File: config.mk
export PLATFORM = sky130hd
export DESIGN_NAME = dram_cmd_sequencer_flat
export DESIGN_NICKNAME = d
export VERILOG_FILES = /design/src/rtl/dram_cmd_pkg.sv /design/src/rtl/dram_cmd_sequencer_if.sv /design/src/rtl/dram_addr_map.sv /design/src/rtl/dram_cmd_sequencer.sv /design/src/flat_wrapper.sv
export SDC_FILE = /design/constraint.sdc
export NUM_CORES = 1
export LEC_CHECK = 0
export CAP_MARGIN = 20
export CORE_MARGIN = 2
export CORE_UTILIZATION = 47
export DETAILED_ROUTE_END_ITERATION = 10
export GPL_TIMING_DRIVEN = 0
export HOLD_SLACK_MARGIN = 0.1
export PLACE_DENSITY = 0.82
export SLEW_MARGIN = 20
export SYNTH_ARGS = -nofsm -noshare
export SYNTH_HDL_FRONTEND = slang
export SYNTH_SLANG_ARGS = --single-unit
export TNS_END_PERCENT = 5
File: constraint.sdc
create_clock -name clk -period 2.75 [get_ports clk]
set_input_delay 0.55 -clock clk [delete_from_list [all_inputs] [get_ports clk]]
set_output_delay 0.55 -clock clk [all_outputs]
set_load 0.02 [all_outputs]
File: src/rtl/dram_cmd_pkg.sv
// Shared types, address field layout, op codes and timing defaults for the DRAM command path.
package dram_cmd_pkg;

    // DIMM command encoding driven on cmd_type
    typedef enum logic [2:0] {
        CMD_NOP  = 3'd0,
        CMD_ACT0 = 3'd1,
        CMD_ACT1 = 3'd2,
        CMD_RD0  = 3'd3,
        CMD_RD1  = 3'd4,
        CMD_WR0  = 3'd5,
        CMD_WR1  = 3'd6,
        CMD_PRE  = 3'd7
    } cmd_t;

    // Physical address layout
    localparam int unsigned ADDR_W   = 36;
    localparam int unsigned OP_W     = 2;
    localparam int unsigned CH_BIT   = 6;
    localparam int unsigned BG_LSB   = 7;
    localparam int unsigned BG_W     = 3;
    localparam int unsigned BANK_LSB = 10;
    localparam int unsigned BANK_W   = 2;
    localparam int unsigned COL_LSB  = 12;
    localparam int unsigned COL_W    = 6;
    localparam int unsigned ROW_LSB  = 18;
    localparam int unsigned ROW_W    = 16;

    // Request op codes; anything else is illegal
    localparam logic [OP_W-1:0] OP_RD  = 2'd0;
    localparam logic [OP_W-1:0] OP_WR  = 2'd1;
    localparam logic [OP_W-1:0] OP_IF  = 2'd2;
    localparam logic [OP_W-1:0] OP_ILL = 2'd3;

    // timing_parameters: default DIMM timings in command clocks
    localparam int unsigned DEF_T_RCD   = 39;
    localparam int unsigned DEF_T_CAS   = 40;
    localparam int unsigned DEF_T_CWD   = 38;
    localparam int unsigned DEF_T_BURST = 8;
    localparam int unsigned DEF_T_WR    = 72;
    localparam int unsigned DEF_T_RAS   = 76;
    localparam int unsigned DEF_T_RP    = 39;
    localparam int unsigned DEF_CNT_W   = 8;

    // Decoded address payload
    typedef struct packed {
        logic              channel;
        logic [BG_W-1:0]   bg;
        logic [BANK_W-1:0] bank;
        logic [ROW_W-1:0]  row;
        logic [COL_W-1:0]  col;
    } addr_fields_t;

    function automatic int unsigned max_u(input int unsigned a, input int unsigned b);
        return (a > b) ? a : b;
    endfunction

endpackage

File: src/rtl/dram_cmd_sequencer_if.sv
// Request handshake and command/completion bus between queue, sequencer and trace writer.
interface dram_cmd_sequencer_if;
    import dram_cmd_pkg::*;

    logic              req_valid;
    logic              req_ready;
    logic [OP_W-1:0]   req_op;
    logic [ADDR_W-1:0] req_addr;
    logic              cmd_valid;
    cmd_t              cmd_type;
    logic              cmd_channel;
    logic [BG_W-1:0]   cmd_bg;
    logic [BANK_W-1:0] cmd_bank;
    logic [ROW_W-1:0]  cmd_row;
    logic [COL_W-1:0]  cmd_col;
    logic              cmp_valid;
    logic              err_illegal;

    // Queue side: presents requests, observes commands
    modport master (
        output req_valid, req_op, req_addr,
        input  req_ready, cmd_valid, cmd_type, cmd_channel, cmd_bg, cmd_bank,
               cmd_row, cmd_col, cmp_valid, err_illegal
    );

    // Sequencer side
    modport slave (
        input  req_valid, req_op, req_addr,
        output req_ready, cmd_valid, cmd_type, cmd_channel, cmd_bg, cmd_bank,
               cmd_row, cmd_col, cmp_valid, err_illegal
    );

endinterface

File: src/rtl/dram_addr_map.sv
// Combinational physical-address to DIMM coordinate decode; shared with the trace writer.
module dram_addr_map
    import dram_cmd_pkg::*;
(
    input  logic [ADDR_W-1:0] i_addr,
    output addr_fields_t      o_fields_c
);

    // Fixed bit-field extraction
    assign o_fields_c.channel = i_addr[CH_BIT];
    assign o_fields_c.bg      = i_addr[BG_LSB   +: BG_W];
    assign o_fields_c.bank    = i_addr[BANK_LSB +: BANK_W];
    assign o_fields_c.row     = i_addr[ROW_LSB  +: ROW_W];
    assign o_fields_c.col     = i_addr[COL_LSB  +: COL_W];

endmodule

File: src/rtl/dram_cmd_sequencer.sv
// Closed-page DDR5 command sequencer: one request -> ACT0, ACT1, RD/WR pair, PRE with DIMM timing.
module dram_cmd_sequencer
    import dram_cmd_pkg::*;
#(
    parameter int unsigned T_RCD   = DEF_T_RCD,
    parameter int unsigned T_CAS   = DEF_T_CAS,
    parameter int unsigned T_CWD   = DEF_T_CWD,
    parameter int unsigned T_BURST = DEF_T_BURST,
    parameter int unsigned T_WR    = DEF_T_WR,
    parameter int unsigned T_RAS   = DEF_T_RAS,
    parameter int unsigned T_RP    = DEF_T_RP,
    parameter int unsigned CNT_W   = DEF_CNT_W
) (
    input  logic               clk,
    input  logic               rst,
    dram_cmd_sequencer_if.slave bus
);

    // Offsets from ACT0 (c = 0) of completion and precharge, per direction
    localparam int unsigned CMP_RD = T_RCD + T_CAS + T_BURST;
    localparam int unsigned CMP_WR = T_RCD + T_CWD + T_BURST;
    localparam int unsigned PRE_RD = max_u(T_RAS, CMP_RD);
    localparam int unsigned PRE_WR = max_u(T_RAS, CMP_WR + T_WR);

    typedef enum logic [3:0] {
        S_IDLE, S_ACT0, S_ACT1, S_WAIT_CAS, S_CAS0, S_CAS1, S_WAIT_PRE, S_PRE, S_WAIT_RP
    } state_t;

    state_t           r_state;
    logic [CNT_W-1:0] r_cnt;
    logic [CNT_W-1:0] r_cmp_tgt;
    logic [CNT_W-1:0] r_pre_tgt;
    logic [CNT_W-1:0] r_rdy_tgt;
    logic             r_is_wr;
    addr_fields_t     r_fields;
    logic             r_ready;
    logic             r_cmd_valid;
    cmd_t             r_cmd_type;
    logic             r_cmp;
    logic             r_err;

    addr_fields_t     w_fields;
    logic             w_accept;
    logic             w_is_wr;
    logic [CNT_W-1:0] w_cnt_nxt;

    dram_addr_map u_addr_map (
        .i_addr     (bus.req_addr),
        .o_fields_c (w_fields)
    );

    // Ready is only high in IDLE or on the last WAIT_RP cycle, so acceptance implies one of those
    assign w_accept  = bus.req_valid && r_ready;
    assign w_is_wr   = (bus.req_op == OP_WR);
    assign w_cnt_nxt = r_cnt + CNT_W'(1);

    // Sequencer FSM; every output is registered alongside the state it belongs to
    always_ff @(posedge clk) begin
        if (rst) begin
            r_state     <= S_IDLE;
            r_cnt       <= '0;
            r_cmp_tgt   <= '0;
            r_pre_tgt   <= '0;
            r_rdy_tgt   <= '0;
            r_is_wr     <= 1'b0;
            r_fields    <= '0;
            r_ready     <= 1'b1;
            r_cmd_valid <= 1'b0;
            r_cmd_type  <= CMD_NOP;
            r_cmp       <= 1'b0;
            r_err       <= 1'b0;
        end else begin
            r_cmd_valid <= 1'b0;
            r_cmd_type  <= CMD_NOP;
            r_cmp       <= 1'b0;
            r_err       <= 1'b0;
            if (w_accept) begin
                r_fields <= w_fields;
                r_is_wr  <= w_is_wr;
                if (bus.req_op == OP_ILL) begin
                    r_err   <= 1'b1;
                    r_state <= S_IDLE;
                end else begin
                    r_state     <= S_ACT0;
                    r_cnt       <= '0;
                    r_ready     <= 1'b0;
                    r_cmd_valid <= 1'b1;
                    r_cmd_type  <= CMD_ACT0;
                    r_cmp_tgt   <= w_is_wr ? CNT_W'(CMP_WR) : CNT_W'(CMP_RD);
                    r_pre_tgt   <= w_is_wr ? CNT_W'(PRE_WR) : CNT_W'(PRE_RD);
                    r_rdy_tgt   <= w_is_wr ? CNT_W'(PRE_WR + T_RP - 1)
                                           : CNT_W'(PRE_RD + T_RP - 1);
                end
            end else begin
                unique case (r_state)
                    S_IDLE: begin
                    end
                    S_ACT0: begin
                        r_cnt       <= w_cnt_nxt;
                        r_state     <= S_ACT1;
                        r_cmd_valid <= 1'b1;
                        r_cmd_type  <= CMD_ACT1;
                    end
                    S_ACT1, S_WAIT_CAS: begin
                        r_cnt <= w_cnt_nxt;
                        if (w_cnt_nxt == CNT_W'(T_RCD)) begin
                            r_state     <= S_CAS0;
                            r_cmd_valid <= 1'b1;
                            r_cmd_type  <= r_is_wr ? CMD_WR0 : CMD_RD0;
                        end else begin
                            r_state <= S_WAIT_CAS;
                        end
                    end
                    S_CAS0: begin
                        r_cnt       <= w_cnt_nxt;
                        r_state     <= S_CAS1;
                        r_cmd_valid <= 1'b1;
                        r_cmd_type  <= r_is_wr ? CMD_WR1 : CMD_RD1;
                    end
                    S_CAS1, S_WAIT_PRE: begin
                        r_cnt <= w_cnt_nxt;
                        if (w_cnt_nxt == r_cmp_tgt) begin
                            r_cmp <= 1'b1;
                        end
                        if (w_cnt_nxt == r_pre_tgt) begin
                            r_state     <= S_PRE;
                            r_cmd_valid <= 1'b1;
                            r_cmd_type  <= CMD_PRE;
                            if (T_RP == 1) begin
                                r_ready <= 1'b1;
                            end
                        end else begin
                            r_state <= S_WAIT_PRE;
                        end
                    end
                    S_PRE: begin
                        r_cnt   <= w_cnt_nxt;
                        r_state <= S_WAIT_RP;
                        if (w_cnt_nxt == r_rdy_tgt) begin
                            r_ready <= 1'b1;
                        end
                    end
                    S_WAIT_RP: begin
                        r_cnt <= w_cnt_nxt;
                        if (r_ready) begin
                            r_state <= S_IDLE;
                        end else if (w_cnt_nxt == r_rdy_tgt) begin
                            r_ready <= 1'b1;
                        end
                    end
                    default: r_state <= S_IDLE;
                endcase
            end
        end
    end

    assign bus.req_ready   = r_ready;
    assign bus.cmd_valid   = r_cmd_valid;
    assign bus.cmd_type    = r_cmd_type;
    assign bus.cmd_channel = r_fields.channel;
    assign bus.cmd_bg      = r_fields.bg;
    assign bus.cmd_bank    = r_fields.bank;
    assign bus.cmd_row     = r_fields.row;
    assign bus.cmd_col     = r_fields.col;
    assign bus.cmp_valid   = r_cmp;
    assign bus.err_illegal = r_err;

endmodule

File: src/flat_wrapper.sv
// flat-port wrapper written by rule: the top's interface ports become plain ports
module dram_cmd_sequencer_flat import dram_cmd_pkg::*;
#(
    parameter int unsigned T_RCD   = DEF_T_RCD,
    parameter int unsigned T_CAS   = DEF_T_CAS,
    parameter int unsigned T_CWD   = DEF_T_CWD,
    parameter int unsigned T_BURST = DEF_T_BURST,
    parameter int unsigned T_WR    = DEF_T_WR,
    parameter int unsigned T_RAS   = DEF_T_RAS,
    parameter int unsigned T_RP    = DEF_T_RP,
    parameter int unsigned CNT_W   = DEF_CNT_W
)
  (clk, rst, bus_req_valid, bus_req_op, bus_req_addr, bus_req_ready, bus_cmd_valid, bus_cmd_type, bus_cmd_channel, bus_cmd_bg, bus_cmd_bank, bus_cmd_row, bus_cmd_col, bus_cmp_valid, bus_err_illegal);
  dram_cmd_sequencer_if bus_i ();
  input  logic clk;
  input  logic rst;
  input wire logic [$bits(bus_i.req_valid)-1:0] bus_req_valid;
  input wire logic [$bits(bus_i.req_op)-1:0] bus_req_op;
  input wire logic [$bits(bus_i.req_addr)-1:0] bus_req_addr;
  output wire logic [$bits(bus_i.req_ready)-1:0] bus_req_ready;
  output wire logic [$bits(bus_i.cmd_valid)-1:0] bus_cmd_valid;
  output wire logic [$bits(bus_i.cmd_type)-1:0] bus_cmd_type;
  output wire logic [$bits(bus_i.cmd_channel)-1:0] bus_cmd_channel;
  output wire logic [$bits(bus_i.cmd_bg)-1:0] bus_cmd_bg;
  output wire logic [$bits(bus_i.cmd_bank)-1:0] bus_cmd_bank;
  output wire logic [$bits(bus_i.cmd_row)-1:0] bus_cmd_row;
  output wire logic [$bits(bus_i.cmd_col)-1:0] bus_cmd_col;
  output wire logic [$bits(bus_i.cmp_valid)-1:0] bus_cmp_valid;
  output wire logic [$bits(bus_i.err_illegal)-1:0] bus_err_illegal;
  assign bus_i.req_valid = bus_req_valid;
  assign bus_i.req_op = bus_req_op;
  assign bus_i.req_addr = bus_req_addr;
  assign bus_req_ready = bus_i.req_ready;
  assign bus_cmd_valid = bus_i.cmd_valid;
  assign bus_cmd_type = bus_i.cmd_type;
  assign bus_cmd_channel = bus_i.cmd_channel;
  assign bus_cmd_bg = bus_i.cmd_bg;
  assign bus_cmd_bank = bus_i.cmd_bank;
  assign bus_cmd_row = bus_i.cmd_row;
  assign bus_cmd_col = bus_i.cmd_col;
  assign bus_cmp_valid = bus_i.cmp_valid;
  assign bus_err_illegal = bus_i.err_illegal;
  dram_cmd_sequencer #(.T_RCD(T_RCD), .T_CAS(T_CAS), .T_CWD(T_CWD), .T_BURST(T_BURST), .T_WR(T_WR), .T_RAS(T_RAS), .T_RP(T_RP), .CNT_W(CNT_W)) u_core (.clk(clk), .rst(rst), .bus(bus_i));
endmodule
==> impl_metrics.json, run 1 <==
{
  "status": "complete, no violations",
  "die-width_um": 78.3,
  "first_pass_iters": 6,
  "wire_per_inst_um": 13.2,
  "cts.sinks": 51,
  "intPower_w": 0.00113,
  "final_common_cell": "nand2_1",
  "clk_pin_slew_ns": 0.09,
  "top_layer": "met4",
  "cap_violations": 0,
  "stdcell_area_um2": 3440,
  "slowest_delay_ns": 0.54,
  "finalNetCount": 436,
  "p_sw_w": 0.000449,
  "postCtsSetupRepairBufs": 0,
  "htree_levels": 2,
  "portBuffers": 66,
  "worstSetupPathType": "reg -> reg",
  "postSynthCellCount": 320,
  "root_buffer": "clkbuf_8",
  "ys_dominant_reg_cell": "dfxtp_1",
  "worstSetupStartpoint": "u_core.r_cnt[1]",
  "tightest_slew_ns": 0.904,
  "ant_nets": 0,
  "finalHoldViolCount": 0,
  "power_frac_clock_pct": 28.8,
  "clkLatencyLatePin_ns": 0.31,
  "wirelength_mm": 6.16,
  "whs_ns": 0.458,
  "synthSimpleGateAreaFrac_pct": 28.4,
  "core.rowCount": 27,
  "yosysWarnings": 0,
  "grt-ovfl-total": 0,
  "layout_common_cells": "nand2_1 (67), clkdlybuf4s50_1 (66), dfxtp_1 (51), a21oi_1 (45), nor2_1 (20)",
  "synth_edf_count": 0,
  "synth_xor_area_share_pct": 4.68,
  "vias": 2494,
  "postCtsHoldBufs": 0,
  "met1_length_mm": 2.59,
  "hold_path.class": "reg -> reg",
  "placed_cell_area_um2": 3350,
  "syn-num-nets": 363,
  "ys_ff_latch": 51,
  "combPwrFrac_pct": 20.8,
  "seq_area_frac_synth_pct": 39.3,
  "antenna_found_initial": 0,
  "synth_area_um2": 2590,
  "finalSetupViolations": 0,
  "p_leak_nw": 1.27,
  "die_y_um": 78.3,
  "coreArea_um2": 5410,
  "drc": 0,
  "avgSynthCellArea_um2": 8.11,
  "dp_hpwl_mm": 4.61,
  "crit_slowest_cell": "dfxtp_1",
  "cts_tree": "built",
  "muxShareOfSynthArea_pct": 1.93,
  "worst_path_most_repeated_cell": "and3_1",
  "synth_top_family_by_area": "simple AND/OR/NAND/NOR gates",
  "setup.worst_path.end_class": "flop",
  "grt_pass1_vias": 2309,
  "setup.worst_path.start_class": "flop",
  "diodes": 0,
  "fin_crit_sh_pct": 80.8,
  "critical_path_peak_fanout": 9,
  "slew_headroom_pct": 39.7,
  "ioPinCount": 76,
  "switching_share_pct": 28.4,
  "seqPwrFrac_pct": 50.4,
  "cp.required_ns": 2.99,
  "final.setup_skew_ns": 0.00518,
  "power_density_nw_per_um2": 460,
  "grt_use_total_pct": 20.1,
  "wl_met3_um": 621,
  "slew_viol_final": 0,
  "async_flop_share_pct": 0,
  "irDropWorstVdd_mv": 0.327,
  "rsz0062_at_grt": "no",
  "synth.distinct_cells": 58,
  "cts-resized-gates": 0,
  "start_util_pct": 48.0,
  "final_layout_size_suffix_gt1_share_pct": 9.64,
  "synth_compound_area_share_pct": 19.6,
  "finalSetupTns_ns": 0,
  "fillCellCount": 476,
  "hold_start": "u_core.bus.cmd_row[12]",
  "crit_path_cell_trace": "ha_1 > and3_1 > and3_1 > buf_2 > xnor2_1 > o2111ai_2 > a31oi_1",
  "vias_per_cell": 5.35,
  "drtIter0Drc": 178,
  "fin_crit_ns": 2.22,
  "critical_path_arrival_ns": 2.46,
  "worstReg2RegStart": "u_core.r_cnt[1]",
  "synthAdderAreaFrac_pct": 0.964,
  "cts_buffers": 5,
  "gp_congestion": 0.931,
  "grt_pass1_wl_mm": 10.1,
  "wl_met2_mm": 2.87,
  "area.growth.synth_to_final_pct": 32.6,
  "dieArea_um2": 6130,
  "cts_buffer_depth": 2,
  "timing.fmax_mhz": 450,
  "grt_max_degree": 17
}
-- per-stage QoR --
| step | std cells | utilization, % | setup WS [ns] | total power [W] |
|---|---|---|---|---|
| after global placement | 458 | 61.9 | 0.397 | 0.00114 |
| final | 466 | 63.7 | 0.527 | 0.00158 |
| after floorplan | 320 | - | 0.842 | 0.00100 |
| after global routing | 466 | 63.7 | 0.400 | 0.00166 |
| after detailed placement | 458 | 61.9 | 0.399 | 0.00114 |
| after CTS | 466 | 63.7 | 0.544 | 0.00160 |
-- synth_stat cells, types with 3 or more instances --
cell | instances | area share (%)
clkbuf_1 | 13 | 1.9
mux2i_1 | 5 | 1.9
o21ai_1 | 3 | 0.58
dfxtp_1 | 51 | 39
xor2_1 | 5 | 1.7
o21ai_0 | 12 | 2.3
buf_2 | 5 | 0.96
xnor2_1 | 7 | 2.4
nand3b_1 | 3 | 0.87
buf_4 | 3 | 0.87
and3_1 | 5 | 1.2
o31ai_1 | 4 | 1.2
a31oi_1 | 4 | 0.96
a21oi_1 | 45 | 8.7
nor2_1 | 20 | 2.9
nor2b_1 | 7 | 1.7
nand2_1 | 67 | 9.7
nor3_1 | 7 | 1.3
nand3_1 | 3 | 0.58
-- cell type report --
cell class              count  area (um2)  share of cell area (%)
plain buffers              24         123                    3.56
clock buffers               6        82.6                    2.40
clock inverters             2        13.8                   0.400
inverters                   3        11.3                   0.327
multi-input cells         242        1440                    41.8
flip-flops and latches     51        1020                    29.7
well taps                  72        90.1                    2.62
repair buffers             66         661                    19.2
-- power groups by stage --
stage	Combinational [W]	Sequential, W	Clock (W)
after global routing	0.000358	0.000803	0.000499
after detailed placement	0.000328	0.000815	0
after CTS	0.000331	0.000797	0.000470
after global placement	0.000324	0.000813	0
final	0.000330	0.000798	0.000456
after floorplan	0.000155	0.000846	0
-- critical path: cells and delay by family, from the launching register on --
family | cells | cell delay, ns
flip-flops | 1 | 0.54
AND/OR/NAND/NOR | 2 | 0.45
AO/OA/AOI/OAI | 2 | 0.43
adder cells (fa/ha/maj) | 1 | 0.42
XOR/XNOR | 1 | 0.16
buffers and inverters | 1 | 0.15
-- logic make-up after synthesis --
family	Yosys count
AND/OR/NAND/NOR	139
AO/OA/AOI/OAI	83
flip-flops	51
buffers and inverters	27
XOR/XNOR	13
multiplexers	5
adder cells (fa/ha/maj)	2
-- state kept, by name (all words and copies together) (netlist names) --
register,flops
u_core.r_is_wr,1
u_core.bus.cmd_type,3
u_core.bus.err_illegal,1
u_core.bus.cmd_bank,2
u_core.r_state,4
u_core.bus.cmd_channel,1
u_core.bus.cmp_valid,1
u_core.bus.cmd_row,16
u_core.r_rdy_tgt,3
u_core.bus.req_ready,1
u_core.r_cnt,8
u_core.bus.cmd_bg,3
u_core.bus.cmd_valid,1
u_core.bus.cmd_col,6
-- worst paths after layout --
kind,endpoint,slack [ns],cells past startpoint
max,u_core.bus.cmd_type[1],0.53,7
min,u_core.bus.cmd_row[12],0.46,2
max reg2reg,u_core.bus.cmd_type[1],0.53,7
min reg2reg,u_core.bus.cmd_row[12],0.46,2
-- layer usage --
| metal | GRT usage (%) | up-vias |
|---|---|---|
| met5 | 0 | - |
| li1 | - | 1257 |
| met1 | 23.7 | 1135 |
| met4 | 5.79 | 0 |
| met3 | 7.47 | 7 |
| met2 | 34.2 | 95 |
(Power assumes the default switching activity.)
==> run 2: changes to the inputs <==
==> constraint.sdc (replaced) <==
create_clock -name clk -period 2.11 [get_ports clk]
set_input_delay 0.422 -clock clk [delete_from_list [all_inputs] [get_ports clk]]
set_output_delay 0.422 -clock clk [all_outputs]
set_load 0.02 [all_outputs]
==> impl_metrics.json, run 2 (synthesis results as in run 1) <==
{
  "diodes": 0,
  "area.growth.synth_to_final_pct": 36.5,
  "clk_pin_slew_ns": 0.09,
  "critical_path_peak_fanout": 5,
  "worstSetupPathType": "reg -> reg",
  "whs_ns": 0.458,
  "cts_buffer_depth": 2,
  "final_common_cell": "nand2_1",
  "final_layout_size_suffix_gt1_share_pct": 13.0,
  "hold_path.class": "reg -> reg",
  "grt_max_degree": 17,
  "dieArea_um2": 6130,
  "htree_levels": 2,
  "intPower_w": 0.00150,
  "ant_nets": 0,
  "min_to": "u_core.bus.cmd_row[12]",
  "r2r_end": "u_core.bus.cmd_type[2]",
  "cap_violations": 0,
  "antenna_found_initial": 0,
  "final.setup_skew_ns": 0.00412,
  "r2r_slack_ns": 0.09,
  "finalNetCount": 442,
  "r2r_cells": 8,
  "vias_per_cell": 5.38,
  "fillCellCount": 460,
  "stdcell_area_um2": 3540,
  "critical_path_arrival_ns": 2.25,
  "worstSetupStartpoint": "u_core.r_cnt[0]",
  "hold_depth": 2,
  "crit_cells": 8,
  "worstReg2RegStart": "u_core.r_cnt[0]",
  "fin_util_pct": 65.5,
  "p_leak_nw": 1.31,
  "timing.fmax_mhz": 496,
  "path_delay_family": "compound AO/OA/AOI/OAI gates",
  "setup.worst_path.start_class": "flop",
  "tightest_slew_ns": 0.845,
  "path_buf_inv": 2,
  "grt-ovfl-total": 0,
  "wirelength_mm": 6.34,
  "finalSetupTns_ns": 0,
  "seqPwrFrac_pct": 49.5,
  "power_density_nw_per_um2": 592,
  "vias": 2541,
  "power_frac_clock_pct": 28.6,
  "portBuffers": 66,
  "root_buffer": "clkbuf_8",
  "cts_tree": "built",
  "die_y_um": 78.3,
  "placed_cell_area_um2": 3350,
  "drtIter0Drc": 167,
  "irDropWorstVdd_mv": 0.427,
  "switching_share_pct": 28.7,
  "slowest_delay_ns": 0.37,
  "fin_crit_ns": 2.02,
  "largest_reg_flops": 16,
  "drc": 0,
  "p_sw_w": 0.000601,
  "clkLatencyLatePin_ns": 0.31,
  "start_util_pct": 48.0,
  "wire_per_inst_um": 13.4,
  "combPwrFrac_pct": 21.9,
  "first_pass_iters": 6,
  "gp_congestion": 0.931,
  "hold_start": "u_core.bus.cmd_row[12]",
  "core.rowCount": 27,
  "crit_path_cell_trace": "buf_6 > inv_4 > ha_4 > xnor2_2 > a2111oi_2 > nor4b_2 > o2111ai_2 > a21oi_1",
  "finalHoldViolCount": 0,
  "grt_use_total_pct": 20.2,
  "cp.required_ns": 2.35,
  "finalSetupViolations": 0,
  "crit_slowest_cell": "dfxtp_4",
  "grt_pass1_vias": 2324,
  "die-width_um": 78.3,
  "status": "complete, no violations",
  "setup.worst_path.end_class": "flop",
  "slew_headroom_pct": 43.7,
  "fin_crit_sh_pct": 95.5,
  "coreArea_um2": 5410,
  "cts_buffers": 5,
  "dp_hpwl_mm": 4.61,
  "slew_viol_final": 0,
  "layout_common_cells": "nand2_1 (67), clkdlybuf4s50_1 (66), dfxtp_1 (49), a21oi_1 (43), nor2_1 (20)",
  "cts.sinks": 51,
  "ioPinCount": 76,
  "grt_pass1_wl_mm": 10.1
}
-- run 2: area by class of cell --
| class | count | area (um2) | area share (%) |
|---|---|---|---|
| Clock inverter | 2 | 13.8 | 0.389 |
| Inverter | 3 | 13.8 | 0.389 |
| Timing Repair Buffer | 72 | 706 | 19.9 |
| Tap cell | 72 | 90.1 | 2.54 |
| Multi-Input combinational cell | 242 | 1480 | 41.8 |
| Clock buffer | 6 | 82.6 | 2.33 |
| Sequential cell | 51 | 1030 | 29.0 |
| Buffer | 24 | 126 | 3.57 |
-- run 2: worst max path at each step --
stage	slack, ns	end
2_1_floorplan	0.20	u_core.bus.cmd_type[1]
3_3_place_gp	-0.11	u_core.bus.cmd_valid
3_5_place_dp	-0.11	u_core.bus.cmd_type[0]
4_1_cts	0.004	u_core.bus.cmd_type[1]
5_1_grt	-0.03	u_core.bus.cmd_type[2]
6_report	0.09	u_core.bus.cmd_type[2]
-- run 2: routing by layer --
layer | track usage [%] | vias up | wire length [um]
met3 | 7.47 | 7 | 576
met2 | 34.4 | 99 | 3020
met1 | 23.7 | 1166 | 2670
li1 | - | 1269 | -
met4 | 5.79 | 0 | 75
met5 | 0 | - | 0
-- run 2: worst reg2reg max path: cells and delay by family (launching register included) --
kind / cells / cell delay (ns)
AO/OA/AOI/OAI: 3 / 0.77
XOR/XNOR: 1 / 0.14
adder cells (fa/ha/maj): 1 / 0.23
buffers and inverters: 2 / 0.16
flip-flops: 1 / 0.37
AND/OR/NAND/NOR: 1 / 0.28
-- run 2: what timing repair did --
item                                    in CTS  in global routing
hold buffers                                 0                  0
resized for setup                            3                 10
gates cloned                                 0                  0
pin swaps                                    0                  4
setup buffers                                0                  6
endpoints found under the setup margin       6                  6
-- run 2: power groups by stage --
stage                     Combinational, W  Sequential (W)  Clock (W)
after CTS                         0.000431         0.00104   0.000613
after global placement            0.000422         0.00106          0
after floorplan                   0.000202         0.00110          0
after global routing              0.000496         0.00105   0.000649
after detailed placement          0.000427         0.00106          0
final                             0.000459         0.00104   0.000600
-- run 2: through the flow --
step	total power, W	instances	setup WS [ns]
3_5_place_dp	0.00149	458	-0.113
6_report	0.00210	472	0.0943
3_3_place_gp	0.00148	458	-0.115
5_1_grt	0.00219	472	-0.0331
2_1_floorplan	0.00131	320	0.202
4_1_cts	0.00208	466	0.00373
==> run 3: changes to the inputs <==
==> constraint.sdc (replaced) <==
create_clock -name clk -period 2.11 [get_ports clk]
set_input_delay 0.422 -clock clk [delete_from_list [all_inputs] [get_ports clk]]
set_output_delay 0.422 -clock clk [all_outputs]
set_load 0.005 [all_outputs]
==> results of run 3 <==
Same layout as run 2 (identical final DEF). Status: complete, no violations.
Among the figures that moved: total power 0.00210 W -> 0.00206 W; worst IR drop on VDD 0.427 mV -> 0.415 mV
